$ cat config.mk
export PLATFORM = sky130hd
export DESIGN_NAME = sd_sector_arbiter
export DESIGN_NICKNAME = d
export VERILOG_FILES = /design/src/rtl/sd_arb_pkg.sv /design/src/rtl/sd_sector_arbiter_rr_pick.sv /design/src/rtl/sd_sector_arbiter.sv
export SDC_FILE = /design/constraint.sdc
export NUM_CORES = 1
export LEC_CHECK = 0
export CAP_MARGIN = 10
export CORE_ASPECT_RATIO = 0.5
export CORE_MARGIN = 10
export CORE_UTILIZATION = 45
export CTS_BUF_LIST = sky130_fd_sc_hd__clkbuf_4 sky130_fd_sc_hd__clkbuf_8
export DETAILED_ROUTE_END_ITERATION = 12
export PLACE_DENSITY = 0.82
export SYNTH_ARGS = -nofsm -noshare
export SYNTH_HDL_FRONTEND = slang
export SYNTH_SLANG_ARGS = --single-unit
$ cat constraint.sdc
create_clock -name clk -period 3.1 [get_ports clk]
set_clock_uncertainty 0.05 [all_clocks]
set_input_delay 0.465 -clock clk [delete_from_list [all_inputs] [get_ports clk]]
set_output_delay 0.465 -clock clk [all_outputs]
set_load 0.02 [all_outputs]
$ cat src/rtl/sd_arb_pkg.sv
`default_nettype none
// ============================================================================
// Module      : sd_arb_pkg
// Description : Shared types and constants for the SD sector arbiter.
//               Holds the arbiter state encoding and the fixed client slot
//               numbers (the slot number is also the SD image index).
// Revision    : 1.0 - initial release
// ============================================================================
package sd_arb_pkg;

    typedef enum logic [1:0] {
        IDLE    = 2'd0,
        ISSUE   = 2'd1,
        XFER    = 2'd2,
        RELEASE = 2'd3
    } state_t;

    localparam int CL_FDD0 = 0;
    localparam int CL_FDD1 = 1;
    localparam int CL_SCSI = 2;

endpackage
`default_nettype wire

$ cat src/rtl/sd_sector_arbiter_rr_pick.sv
`default_nettype none
// ============================================================================
// Module      : rr_pick
// Description : Combinational round-robin picker. Returns the first set bit
//               of i_pending at or after i_ptr, wrapping modulo NCLIENT.
// Ports       : i_pending  request vector
//               i_ptr      index where the search starts (< NCLIENT)
//               o_grant    selected index (0 when nothing is pending)
//               o_valid    at least one bit of i_pending is set
// Revision    : 1.0 - initial release
// ============================================================================
module rr_pick #(
    parameter int NCLIENT = 3,
    parameter int IW      = 2
) (
    input  logic [NCLIENT-1:0] i_pending,
    input  logic [IW-1:0]      i_ptr,
    output logic [IW-1:0]      o_grant,
    output logic               o_valid
);

    logic [IW:0] w_idx;

    // Walk the offsets from farthest to nearest so the nearest pending
    // client (smallest offset from the pointer) is the one left standing.
    always_comb begin
        o_grant = '0;
        o_valid = 1'b0;
        w_idx   = '0;
        for (int k = NCLIENT - 1; k >= 0; k--) begin
            w_idx = {1'b0, i_ptr} + (IW+1)'(k);
            if (w_idx >= (IW+1)'(NCLIENT)) begin
                w_idx = w_idx - (IW+1)'(NCLIENT);
            end
            if (i_pending[w_idx[IW-1:0]]) begin
                o_grant = w_idx[IW-1:0];
                o_valid = 1'b1;
            end
        end
    end

endmodule
`default_nettype wire

$ cat src/rtl/sd_sector_arbiter.sv
`default_nettype none
// ============================================================================
// Module      : sd_sector_arbiter
// Description : Shares one SD-host sector port between NCLIENT requesters
//               (floppy 0, floppy 1, SCSI). Each client sees a private
//               floppy-style rd/wr + lba + busy + data_en interface; one
//               sector transaction is in flight at a time, served round-robin.
// Ports       : clk, rst                 clock, synchronous active-high reset
//               cl_rd/cl_wr/cl_lba/cl_din per-client request, address, wr data
//               cl_busy/cl_data_en/cl_err per-client status and read strobe
//               cl_addr/cl_dout           broadcast byte index / read byte
//               sd_lba/sd_rd/sd_wr        request to SD host (one-hot slot)
//               sd_ack/sd_buff_*          SD host handshake and byte stream
// Revision    : 1.0 - initial release
// ============================================================================
module sd_sector_arbiter
    import sd_arb_pkg::*;
#(
    parameter int          NCLIENT = 3,
    parameter logic [23:0] TIMEOUT = 24'd12000000
) (
    input  logic                   clk,
    input  logic                   rst,
    input  logic [NCLIENT-1:0]     cl_rd,
    input  logic [NCLIENT-1:0]     cl_wr,
    input  logic [32*NCLIENT-1:0]  cl_lba,
    input  logic [8*NCLIENT-1:0]   cl_din,
    output logic [NCLIENT-1:0]     cl_busy,
    output logic [NCLIENT-1:0]     cl_data_en,
    output logic [8:0]             cl_addr,
    output logic [7:0]             cl_dout,
    output logic [NCLIENT-1:0]     cl_err,
    output logic [31:0]            sd_lba,
    output logic [NCLIENT-1:0]     sd_rd,
    output logic [NCLIENT-1:0]     sd_wr,
    input  logic                   sd_ack,
    input  logic [8:0]             sd_buff_addr,
    input  logic [7:0]             sd_buff_dout,
    input  logic                   sd_buff_wr,
    output logic [7:0]             sd_buff_din
);

    localparam int          IW         = (NCLIENT > 1) ? $clog2(NCLIENT) : 1;
    localparam logic [23:0] C_TMO_LAST = TIMEOUT - 24'd1;

    state_t              r_state;
    logic [NCLIENT-1:0]  r_pending;
    logic [NCLIENT-1:0]  r_dir;
    logic [31:0]         r_lba [NCLIENT];
    logic [IW-1:0]       r_grant;
    logic [IW-1:0]       r_ptr;
    logic [23:0]         r_timer;
    logic [NCLIENT-1:0]  r_sd_rd;
    logic [NCLIENT-1:0]  r_sd_wr;
    logic [31:0]         r_sd_lba;
    logic [NCLIENT-1:0]  r_cl_err;

    logic [IW-1:0]       w_pick;
    logic                w_pick_valid;
    logic [NCLIENT-1:0]  w_pick_oh;
    logic [NCLIENT-1:0]  w_grant_oh;
    logic [NCLIENT-1:0]  w_block;
    logic [NCLIENT-1:0]  w_capture;
    logic [NCLIENT-1:0]  w_taken;
    logic [NCLIENT-1:0]  w_pending_nxt;
    logic                w_grant_now;

    rr_pick #(
        .NCLIENT (NCLIENT),
        .IW      (IW)
    ) u_pick (
        .i_pending (r_pending),
        .i_ptr     (r_ptr),
        .o_grant   (w_pick),
        .o_valid   (w_pick_valid)
    );

    assign w_pick_oh   = NCLIENT'(1) << w_pick;
    assign w_grant_oh  = NCLIENT'(1) << r_grant;
    assign w_grant_now = (r_state == IDLE) && w_pick_valid;

    // The client being granted this cycle, or holding the port, must not
    // re-capture: a floppy holding rd as a level until busy rises would
    // otherwise queue a second transaction for the same sector.
    assign w_block       = (r_state != IDLE) ? w_grant_oh :
                           (w_grant_now ? w_pick_oh : '0);
    assign w_capture     = (cl_rd | cl_wr) & ~w_block;
    assign w_taken       = w_grant_now ? w_pick_oh : '0;
    assign w_pending_nxt = (r_pending & ~w_taken) | w_capture;

    generate
        for (genvar i = 0; i < NCLIENT; i++) begin : g_capture
            always_ff @(posedge clk) begin
                if (rst) begin
                    r_dir[i] <= 1'b0;
                    r_lba[i] <= '0;
                end else if (w_capture[i]) begin
                    r_dir[i] <= cl_wr[i];   // write wins when both are raised
                    r_lba[i] <= cl_lba[32*i +: 32];
                end
            end
        end
    endgenerate

    always_ff @(posedge clk) begin
        if (rst) begin
            r_state   <= IDLE;
            r_pending <= '0;
            r_grant   <= '0;
            r_ptr     <= '0;
            r_timer   <= '0;
            r_sd_rd   <= '0;
            r_sd_wr   <= '0;
            r_sd_lba  <= '0;
            r_cl_err  <= '0;
        end else begin
            r_pending <= w_pending_nxt;
            r_cl_err  <= '0;
            case (r_state)
                IDLE: begin
                    if (w_pick_valid) begin
                        r_grant  <= w_pick;
                        r_sd_lba <= r_lba[w_pick];
                        if (r_dir[w_pick]) begin
                            r_sd_wr <= w_pick_oh;
                        end else begin
                            r_sd_rd <= w_pick_oh;
                        end
                        r_timer <= '0;
                        r_state <= ISSUE;
                    end
                end
                ISSUE: begin
                    if (sd_ack) begin
                        r_sd_rd <= '0;
                        r_sd_wr <= '0;
                        r_state <= XFER;
                    end else if (r_timer == C_TMO_LAST) begin
                        r_sd_rd  <= '0;
                        r_sd_wr  <= '0;
                        r_cl_err <= w_grant_oh;
                        r_state  <= RELEASE;
                    end else begin
                        r_timer <= r_timer + 24'd1;
                    end
                end
                XFER: begin
                    if (!sd_ack) begin
                        r_state <= RELEASE;
                    end
                end
                RELEASE: begin
                    // Advancing past the last winner is what enforces fairness.
                    r_ptr   <= (r_grant == IW'(NCLIENT - 1)) ? '0 : r_grant + 1'b1;
                    r_state <= IDLE;
                end
                default: r_state <= IDLE;
            endcase
        end
    end

    // Byte path is combinational so the client sees the SD host's strobe in
    // the same cycle it arrives.
    always_comb begin
        sd_buff_din = '0;
        for (int i = 0; i < NCLIENT; i++) begin
            if (r_grant == IW'(i)) begin
                sd_buff_din = cl_din[8*i +: 8];
            end
        end
    end

    assign cl_data_en = ((r_state == XFER) && sd_buff_wr) ? w_grant_oh : '0;
    assign cl_busy    = r_pending | ((r_state != IDLE) ? w_grant_oh : '0);
    assign cl_addr    = sd_buff_addr;
    assign cl_dout    = sd_buff_dout;
    assign cl_err     = r_cl_err;
    assign sd_rd      = r_sd_rd;
    assign sd_wr      = r_sd_wr;
    assign sd_lba     = r_sd_lba;

endmodule
`default_nettype wire
==> impl_metrics.yaml, run 1 <==
power:
  seq_power_share: 0.396
  netSwitchingPower_w: 0.00349
  p_int_w: 0.00555
  clkPwrFrac: 0.182
  p_comb_frac: 0.422
  cellPowerDensity_nw_per_um2: 864
  irDropWorstVdd_v: 0.000404
  p_leak_nw: 3.99
  switching_share: 0.386
cts:
  numCtsBuffers: 17
  cts_buffer_depth: 2
  cts_setup_buffers: 0
  cts_tree: "built"
  clock_latency_ns: 0.47
  htreeDepth: 4
  clk_pin_slew_ns: 0.10
  clock_sinks: 173
  cts_root_buf: "clkbuf_8"
yosys:
  seq_area_frac_synth: 0.554
  synthDistinctLibCells: 56
  synth_seq_cells: 173
  synthesis.nets: 923
  yosysWarningCount: 0
  synth_top_area_frac: 0.361
  ys_top_cells_by_count: "98 x and2_1, 96 x edfxtp_1, 92 x nand2_1"
  avgSynthCellArea_um2: 10.4
  synth_area_leaders: "edfxtp_1 36%, dfxtp_1 19%, and2_1 7.7%"
  synth_top_area_cell: "edfxtp_1"
  synth.cell_area_um2: 7990
  yosys_most_used_dff: "edfxtp_1"
  synth_edf_count: 96
  async_reset_ff_frac: 0
  synth_most_common_cell: "and2_1"
  synthCells: 768
critical_path:
  critical_path.slowest_cell: "dfxtp_1"
  cp-start-kind: "flip-flop"
  critPathKind: "flip-flop to flip-flop"
  critPathArrivalTime_ns: 3.37
  path_cells: "inv_1 > ha_2 > inv_1 > or3_1 > a31o_2 > buf_8 > mux2_4 > a311oi_4 > mux2i_1"
  slowest_delay_ns: 0.42
  cp.required_ns: 3.43
  crit_path_frequent_cell: "inv_1"
  crit_path_end_kind: "flip-flop"
  cp_max_fo: 37
grt:
  antenna_found_initial: 0
  grt_pass1_wl_um: 33900
  grt.total_usage: 0.178
  grt_overflow: 0
  grt_pass1_vias: 6234
  grt_start_max_net_pins: 38
drt:
  wl_met1_um: 8780
  routed.top_layer: "met4"
  via_per_inst: 5.24
  drt_iter0_markers: 409
  remaining_drc_errors: 0
  antenna_left: 0
  dr.pass1.iters: 7
  met3WireLength_um: 1130
  routed_wl_um: 22100
  dr_total_vias: 6161
  routedWlPerCell_um: 18.8
  dr_wl_met2_um: 11700
timing:
  relSlewSlack: 0.503
  hold_violations: 0
  tns_ns: 0
  max_freq_mhz: 329
  final.period_utilization: 0.980
  fin_crit_ns: 3.04
  drv_slew: 0
  finalSetupViolations: 0
  holdWs_ns: 0.412
  worstMarginPinSlew_ns: 0.744
cells_and_area:
  area_delta_synth_final_pct: 31.0
  drive_gt1_frac: 0.0796
  fin_area_um2: 10500
  nNetsFinal: 1085
  multi_input_area_um2: 3270
  fill_cells: 1377
  n_antenna_cell: 0
  final_cells: 1176
  regArea_um2: 4420
die:
  die-area_um2: 23800
  die_h_um: 114
  core_um2: 17400
  rows: 34
  start_util: 0.459
  die_w_um: 208
  pin_count: 219
job:
  maxCapViolCount: 0
run_status:
  outcome: "finished, final reports clean"
placed_design:
  io_buffers: 184
  gp_congestion: 0.865
  place_area_um2: 10000
  dpl.hpwl_um: 15600
  dp_cells: 1144
worst_hold_path:
  hold_path.class: "flip-flop to flip-flop"
==> kinds of logic (layout without fill, tap and decap cells) <==
group	count (synthesis)	count (layout)	synth area share
compound gates	119	119	0.0857
buf+inv	75	248	0.0467
fa+ha+maj	8	8	0.0125
simple gates	319	320	0.210
mux	53	53	0.0680
xor+xnor	21	21	0.0230
flops	173	173	0.554
==> worst max-delay path, delay by kind of cell, from the launching register on <==
family	cells	cell delay, ns
AO/OA/AOI/OAI	2	0.65
multiplexers	2	0.65
adder cells (fa/ha/maj)	1	0.42
buffers and inverters	3	0.41
AND/OR/NAND/NOR	1	0.36
flip-flops	1	0.42
==> what timing repair did <==
item / in CTS / in global routing
hold buffers: 0 / 0
cloned: 0 / 1
setup endpoints to repair: 1 / 103
pin swaps: 0 / 0
hold endpoints to repair: 0 / 0
resized for setup: 2 / 8
==> registers in the layout, summed over array words and instances, names as in the netlist <==
name	cells
r_ptr	2
r_state	2
r_dir	3
sd_rd	3
r_lba	96
sd_lba	32
cl_err	3
r_timer	24
r_pending	3
sd_wr	3
r_grant	2
==> final timing paths <==
check	start	endpoint	slack, ns	cells past startpoint
worst max register to register	r_ptr[0]	sd_rd[0]	0.06	9
worst min-delay path	sd_lba[0]	sd_lba[0]	0.41	2
worst max-delay path	r_ptr[0]	sd_rd[0]	0.06	9
worst min register to register	sd_lba[0]	sd_lba[0]	0.41	2
==> layer usage <==
layer,global-route usage,vias to the layer above
li1,-,2971
met1,0.195,2956
met2,0.333,189
met3,0.0458,45
met4,0.0571,0
met5,0,-
==> stage by stage <==
step	power (W)	utilization	setup WS, ns
floorplan	0.00586	-	0.182
global placement	0.00725	0.574	0.166
detailed placement	0.00739	0.576	0.0560
CTS	0.00902	0.599	0.0285
global route	0.00955	0.602	-0.00859
finish	0.00904	0.602	0.0620
==> power by group through the flow <==
stage,logic (W),registers (W),clock network (W)
global route,0.00413,0.00366,0.00175
detailed placement,0.00376,0.00363,0
floorplan,0.00204,0.00382,0
CTS,0.00378,0.00358,0.00165
global placement,0.00364,0.00360,0
finish,0.00381,0.00358,0.00164
==> placed cells by master, fill, tap and decap left out, types with 3 or more instances in the layout <==
| cell type | count |
|---|---|
| a21oi_1 | 13 |
| and2_1 | 97 |
| buf_4 | 20 |
| clkbuf_8 | 17 |
| clkdlybuf4s50_1 | 184 |
| clkinv_8 | 3 |
| dfxtp_1 | 77 |
| edfxtp_1 | 96 |
| ha_1 | 6 |
| inv_1 | 11 |
| inv_6 | 5 |
| inv_8 | 3 |
| mux2i_1 | 49 |
| nand2_1 | 92 |
| nand2b_1 | 9 |
| nand3_1 | 10 |
| nand4_1 | 5 |
| nor2_1 | 44 |
| nor2b_1 | 6 |
| nor3_1 | 10 |
| nor4_1 | 10 |
| nor4b_1 | 8 |
| o21ai_0 | 79 |
| o21ai_1 | 4 |
| or2_2 | 3 |
| or3_1 | 6 |
| xnor2_1 | 21 |
==> cell type report <==
type / count / area share
flip-flops and latches: 173 / 0.423
multi-input cells: 521 / 0.312
repair buffers: 206 / 0.194
well taps: 234 / 0.0280
clock buffers: 17 / 0.0224
clock inverters: 14 / 0.0163
inverters: 11 / 0.00394
Power figures use the tool's default switching activity.
==> inputs of run 2 (changes only) <==
--- a/config.mk
+++ b/config.mk
@@ -11,6 +11,7 @@
 export CORE_UTILIZATION = 45
 export CTS_BUF_LIST = sky130_fd_sc_hd__clkbuf_4 sky130_fd_sc_hd__clkbuf_8
 export DETAILED_ROUTE_END_ITERATION = 12
+export GPL_TIMING_DRIVEN = 0
 export PLACE_DENSITY = 0.82
 export SYNTH_ARGS = -nofsm -noshare
 export SYNTH_HDL_FRONTEND = slang
==> impl_metrics.yaml, run 2 (synthesized netlist as in run 1, its figures left out) <==
worst_hold_path:
  min_from: "sd_lba[11]"
  hold_path.class: "flip-flop to flip-flop"
timing:
  tns_ns: 0
  drv_slew: 0
  final.period_utilization: 0.953
  max_freq_mhz: 338
  hold_violations: 0
  finalSetupViolations: 0
  rsz0062_at_grt: "no"
  relSlewSlack: 0.586
  worstMarginPinSlew_ns: 0.621
  fin_crit_ns: 2.95
placed_design:
  dpl.hpwl_um: 17100
  gp_congestion: 0.842
  io_buffers: 201
die:
  rows: 34
  die_h_um: 114
  die-area_um2: 23800
  core_um2: 17400
  start_util: 0.459
  die_w_um: 208
  pin_count: 219
cts:
  htreeDepth: 4
  cts_buffer_depth: 2
  clock_latency_ns: 0.46
  cts_root_buf: "clkbuf_8"
  clock_sinks: 173
  cts_tree: "built"
  ctsHoldBuffers: 0
  clk_pin_slew_ns: 0.11
  numCtsBuffers: 17
cells_and_area:
  area_delta_synth_final_pct: 35.3
  top_register: "r_lba"
  final_common_cell: "clkdlybuf4s50_1"
  nNetsFinal: 1148
  final_core_util: 0.621
  drive_gt1_frac: 0.0915
  largest_register_ffs: 96
  n_antenna_cell: 0
  final_cell_mix: "199 x clkdlybuf4s50_1, 97 x and2_1, 96 x edfxtp_1"
grt:
  grt_pass1_vias: 6506
  antenna_found_initial: 0
  grt.total_usage: 0.190
  grt_pass1_wl_um: 36000
  grt_start_max_net_pins: 33
  grt_overflow: 0
power:
  p_total_w: 0.00913
  p_leak_nw: 4.18
  irDropWorstVdd_v: 0.000384
  cellPowerDensity_nw_per_um2: 844
job:
  maxCapViolCount: 0
critical_path:
  cp.required_ns: 3.21
  critPathKind: "flip-flop to flip-flop"
  cp_max_fo: 10
  critPathArrivalTime_ns: 3.06
  cp-start-kind: "flip-flop"
  rr_startpoint: "r_ptr[0]"
  crit_path_end_kind: "flip-flop"
  critPathLaunch: "r_ptr[0]"
drt:
  drt_iter0_markers: 418
  via_per_inst: 5.21
  antenna_left: 0
  remaining_drc_errors: 0
  dr_total_vias: 6462
  routedWlPerCell_um: 18.6
  routed_wl_um: 23100
  dr.pass1.iters: 5
run_status:
  outcome: "finished, final reports clean"
[run 2: cell count changes in the layout (fill, tap and decap cells not counted), moves of 2 or more]
cell and delta:
ha_1 +2, buf_12 +2, dlymetal6s2s_1 +2, nor3_4 -2, clkbuf_2 +5, clkbuf_8 +2, nor3_2 +2, clkdlybuf4s50_1 +15
buf_2 +8, clkbuf_1 +28
[run 2: final cells by class]
type | instances | area (µm²)
Buffer | 63 | 335
Fill cell | 1393 | 6590
Clock buffer | 19 | 262
Inverter | 11 | 41.3
Clock inverter | 13 | 138
Tap cell | 234 | 293
Sequential cell | 173 | 4420
Timing Repair Buffer | 205 | 2070
Multi-Input combinational cell | 522 | 3250
[run 2: critical path: stages (launching register included)]
cell	delay (ns)
dfxtp_1	0.37
inv_1	0.07
ha_1	0.28
buf_2	0.19
a21oi_1	0.09
a2111o_1	0.38
and2_2	0.25
clkbuf_4	0.23
a41oi_2	0.38
or2_2	0.35
[run 2: worst paths after layout]
path	slack (ns)	depth (start not counted)	to
max reg2reg	0.15	9	r_lba[0][27]
min	0.41	2	sd_lba[11]
min reg2reg	0.41	2	sd_lba[11]
max	0.15	9	r_lba[0][27]
[run 2: report_power, final]
group / leakage (nW) / total [W] / internal, W / switching, W
registers: 1.69 / 0.00355 / 0.00327 / 0.000285
clock network: 0.202 / 0.00161 / 0.000649 / 0.000958
logic: 2.29 / 0.00397 / 0.00162 / 0.00235
[run 2: repair_timing]
item                                    4_1_cts  5_1_grt
pin swaps                                     0        1
buffers inserted                              0        3
cloned                                        1        1
endpoints found under the setup margin       70      180
resized for setup                             6       15
[run 2: metal layers]
metal	vias up	wire length (µm)	global-route usage
met2	207	11800	0.343
met1	3119	9360	0.217
met4	0	503	0.0605
met5	-	0	0
li1	3106	-	-
met3	30	1420	0.0477
[run 2: stage by stage]
step	cells	cell area, µm²	hold slack, ns	worst slack [ns]
after floorplan	768	7990	0.416	0.182
after global placement	1203	10300	0.385	-0.555
after detailed placement	1204	10300	0.392	-0.323
after CTS	1237	10700	0.417	0.00113
after global routing	1240	10800	0.428	0.0266
final	1240	10800	0.413	0.146
==> inputs of run 3 (changes only) <==
--- a/config.mk
+++ b/config.mk
@@ -8,11 +8,13 @@
 export CAP_MARGIN = 10
 export CORE_ASPECT_RATIO = 0.5
 export CORE_MARGIN = 10
-export CORE_UTILIZATION = 45
+export CORE_UTILIZATION = 46
 export CTS_BUF_LIST = sky130_fd_sc_hd__clkbuf_4 sky130_fd_sc_hd__clkbuf_8
+export CTS_CLUSTER_SIZE = 28
 export DETAILED_ROUTE_END_ITERATION = 12
 export GPL_TIMING_DRIVEN = 0
-export PLACE_DENSITY = 0.82
+export PLACE_DENSITY = 0.84
 export SYNTH_ARGS = -nofsm -noshare
 export SYNTH_HDL_FRONTEND = slang
+export SYNTH_HIERARCHICAL = 1
 export SYNTH_SLANG_ARGS = --single-unit
==> impl_metrics.yaml, run 3 <==
run_status:
  outcome: "finished, final reports clean"
yosys:
  synth_top_area_cell: "edfxtp_1"
  avgSynthCellArea_um2: 10.1
  async_reset_ff_frac: 0
  synth.cell_area_um2: 8190
  synth_top_area_frac: 0.352
  synthCells: 813
  seq_area_frac_synth: 0.540
  synth_edf_count: 96
  yosys_most_used_dff: "edfxtp_1"
  synthDistinctLibCells: 59
  synthesis.nets: 969
  synth_most_common_cell: "nand2_1"
  ys_top_cells_by_count: "112 x nand2_1, 96 x edfxtp_1, 77 x dfxtp_1"
  synth_area_leaders: "edfxtp_1 35%, dfxtp_1 19%, nand2_1 5.1%"
  yosysWarningCount: 6
  synth_seq_cells: 173
critical_path:
  crit_path_frequent_cell: "nor3_4"
  crit_path_end_kind: "flip-flop"
  path_cells: "inv_1 > ha_1 > buf_6 > nor2b_1 > o31a_1 > a2111o_1 > nand2_2 > buf_8 > nor3_4 > nor3_4 > buf_4 > clkbuf_4 > and2_1"
  cp-start-kind: "flip-flop"
  slowest_delay_ns: 0.37
  cp_max_fo: 10
  critPathKind: "flip-flop to flip-flop"
  cp.required_ns: 3.38
  critPathArrivalTime_ns: 3.36
  critical_path.slowest_cell: "dfxtp_1"
cts:
  numCtsBuffers: 17
  ctsHoldBuffers: 0
  cts_tree: "built"
  htreeDepth: 4
  cts_root_buf: "clkbuf_8"
  clk_pin_slew_ns: 0.10
  cts_buffer_depth: 2
  clock_latency_ns: 0.47
  clock_sinks: 173
drt:
  remaining_drc_errors: 0
  antenna_left: 0
  routed_wl_um: 27400
  via_per_inst: 5.71
  dr.pass1.iters: 6
  routedWlPerCell_um: 21.2
  drt_iter0_markers: 701
  dr_total_vias: 7387
timing:
  hold_violations: 0
  max_freq_mhz: 324
  worstMarginPinSlew_ns: 0.952
  finalSetupViolations: 0
  relSlewSlack: 0.364
  final.period_utilization: 0.994
  rsz0062_at_grt: "yes"
  tns_ns: 0
  drv_slew: 0
  fin_crit_ns: 3.08
  holdWs_ns: 0.416
cells_and_area:
  top_register: "r_lba"
  final_core_util: 0.642
  fill_cells: 1310
  nNetsFinal: 1201
  fin_area_um2: 11200
  drive_gt1_frac: 0.107
  final_cell_mix: "201 x clkdlybuf4s50_1, 111 x nand2_1, 96 x edfxtp_1"
  area_delta_synth_final_pct: 36.4
  final_common_cell: "clkdlybuf4s50_1"
  largest_register_ffs: 96
die:
  die-area_um2: 23900
  core_um2: 17400
  die_h_um: 114
  die_w_um: 209
  start_util: 0.471
  rows: 34
  pin_count: 219
power:
  irDropWorstVdd_v: 0.000485
  p_leak_nw: 4.13
  p_total_w: 0.00884
  cellPowerDensity_nw_per_um2: 791
placed_design:
  place_area_um2: 10500
  gp_congestion: 0.915
  io_buffers: 201
  dpl.hpwl_um: 19900
worst_hold_path:
  hold_path.class: "flip-flop to flip-flop"
grt:
  grt_overflow: 0
  grt_pass1_wl_um: 41300
  antenna_found_initial: 1
  grt.total_usage: 0.219
  grt_pass1_vias: 7375
  grt_start_max_net_pins: 19
job:
  maxCapViolCount: 0
==> run 3: area by class of cell <==
cell class | count | area (µm²) | share of cell area
diodes | 1 | 2.50 | 0.000224
plain buffers | 71 | 427 | 0.0382
clock buffers | 17 | 234 | 0.0209
clock inverters | 15 | 153 | 0.0137
inverters | 19 | 75.1 | 0.00672
multi-input cells | 552 | 3480 | 0.311
flip-flops and latches | 173 | 4420 | 0.396
well taps | 234 | 293 | 0.0262
repair buffers | 210 | 2080 | 0.186
repair inverters | 1 | 7.51 | 0.000672
==> run 3: timing repair <==
action | in CTS | in global routing
gates cloned | 3 | 0
buffers inserted | 6 | 3
pin swaps | 3 | 4
endpoints found under the setup margin | 230 | 231
gates resized for setup | 33 | 39
==> run 3: where the power goes <==
group          switching (W)  internal [W]  total [W]
registers           0.000294       0.00319    0.00348
clock network       0.000972      0.000599    0.00157
logic                0.00229       0.00150    0.00379
==> run 3: per-stage QoR <==
stage,setup WS [ns],cells
6_report,0.0181,1293
5_1_grt,-0.0466,1293
4_1_cts,-0.00260,1289
3_5_place_dp,-0.921,1248
3_3_place_gp,-0.801,1248
2_1_floorplan,0.0978,813
==> run 3: worst max-delay path, delay by kind of cell (launching register included) <==
family | cells | cell delay (ns)
AO/OA/AOI/OAI | 2 | 0.65
adder cells (fa/ha/maj) | 1 | 0.31
buffers and inverters | 5 | 0.77
flip-flops | 1 | 0.37
AND/OR/NAND/NOR | 5 | 0.78
==> run 3: kinds of logic (layout without fill, tap and decap cells) <==
| logic type | count (synthesis) | in the layout | share of synthesized area |
|---|---|---|---|
| AOI/OAI and AO/OA | 170 | 172 | 0.129 |
| DFF | 173 | 173 | 0.540 |
| other | 0 | 1 | 0 |
| xor gates and xnor gates | 1 | 1 | 0.00107 |
| and+or+nand+nor | 330 | 330 | 0.215 |
| muxes | 40 | 40 | 0.0489 |
| adders and majority gates | 9 | 9 | 0.0137 |
| buffers and inverters | 90 | 333 | 0.0524 |
==> run 3: worst paths after layout <==
kind                            depth (start not counted)  slack [ns]           to      start
worst max register to register                         13        0.02  r_lba[0][8]   r_ptr[0]
worst min register to register                          2        0.42    sd_lba[5]  sd_lba[5]
worst min-delay path                                    2        0.42    sd_lba[5]  sd_lba[5]
worst max-delay path                                   13        0.02  r_lba[0][8]   r_ptr[0]
==> run 3: routing by layer <==
layer | wire length (µm) | vias up | track usage
met5 | 0 | - | 0
met4 | 692 | 0 | 0.0815
met3 | 2200 | 48 | 0.0539
met2 | 13800 | 383 | 0.388
met1 | 10700 | 3583 | 0.254
li1 | - | 3373 | -
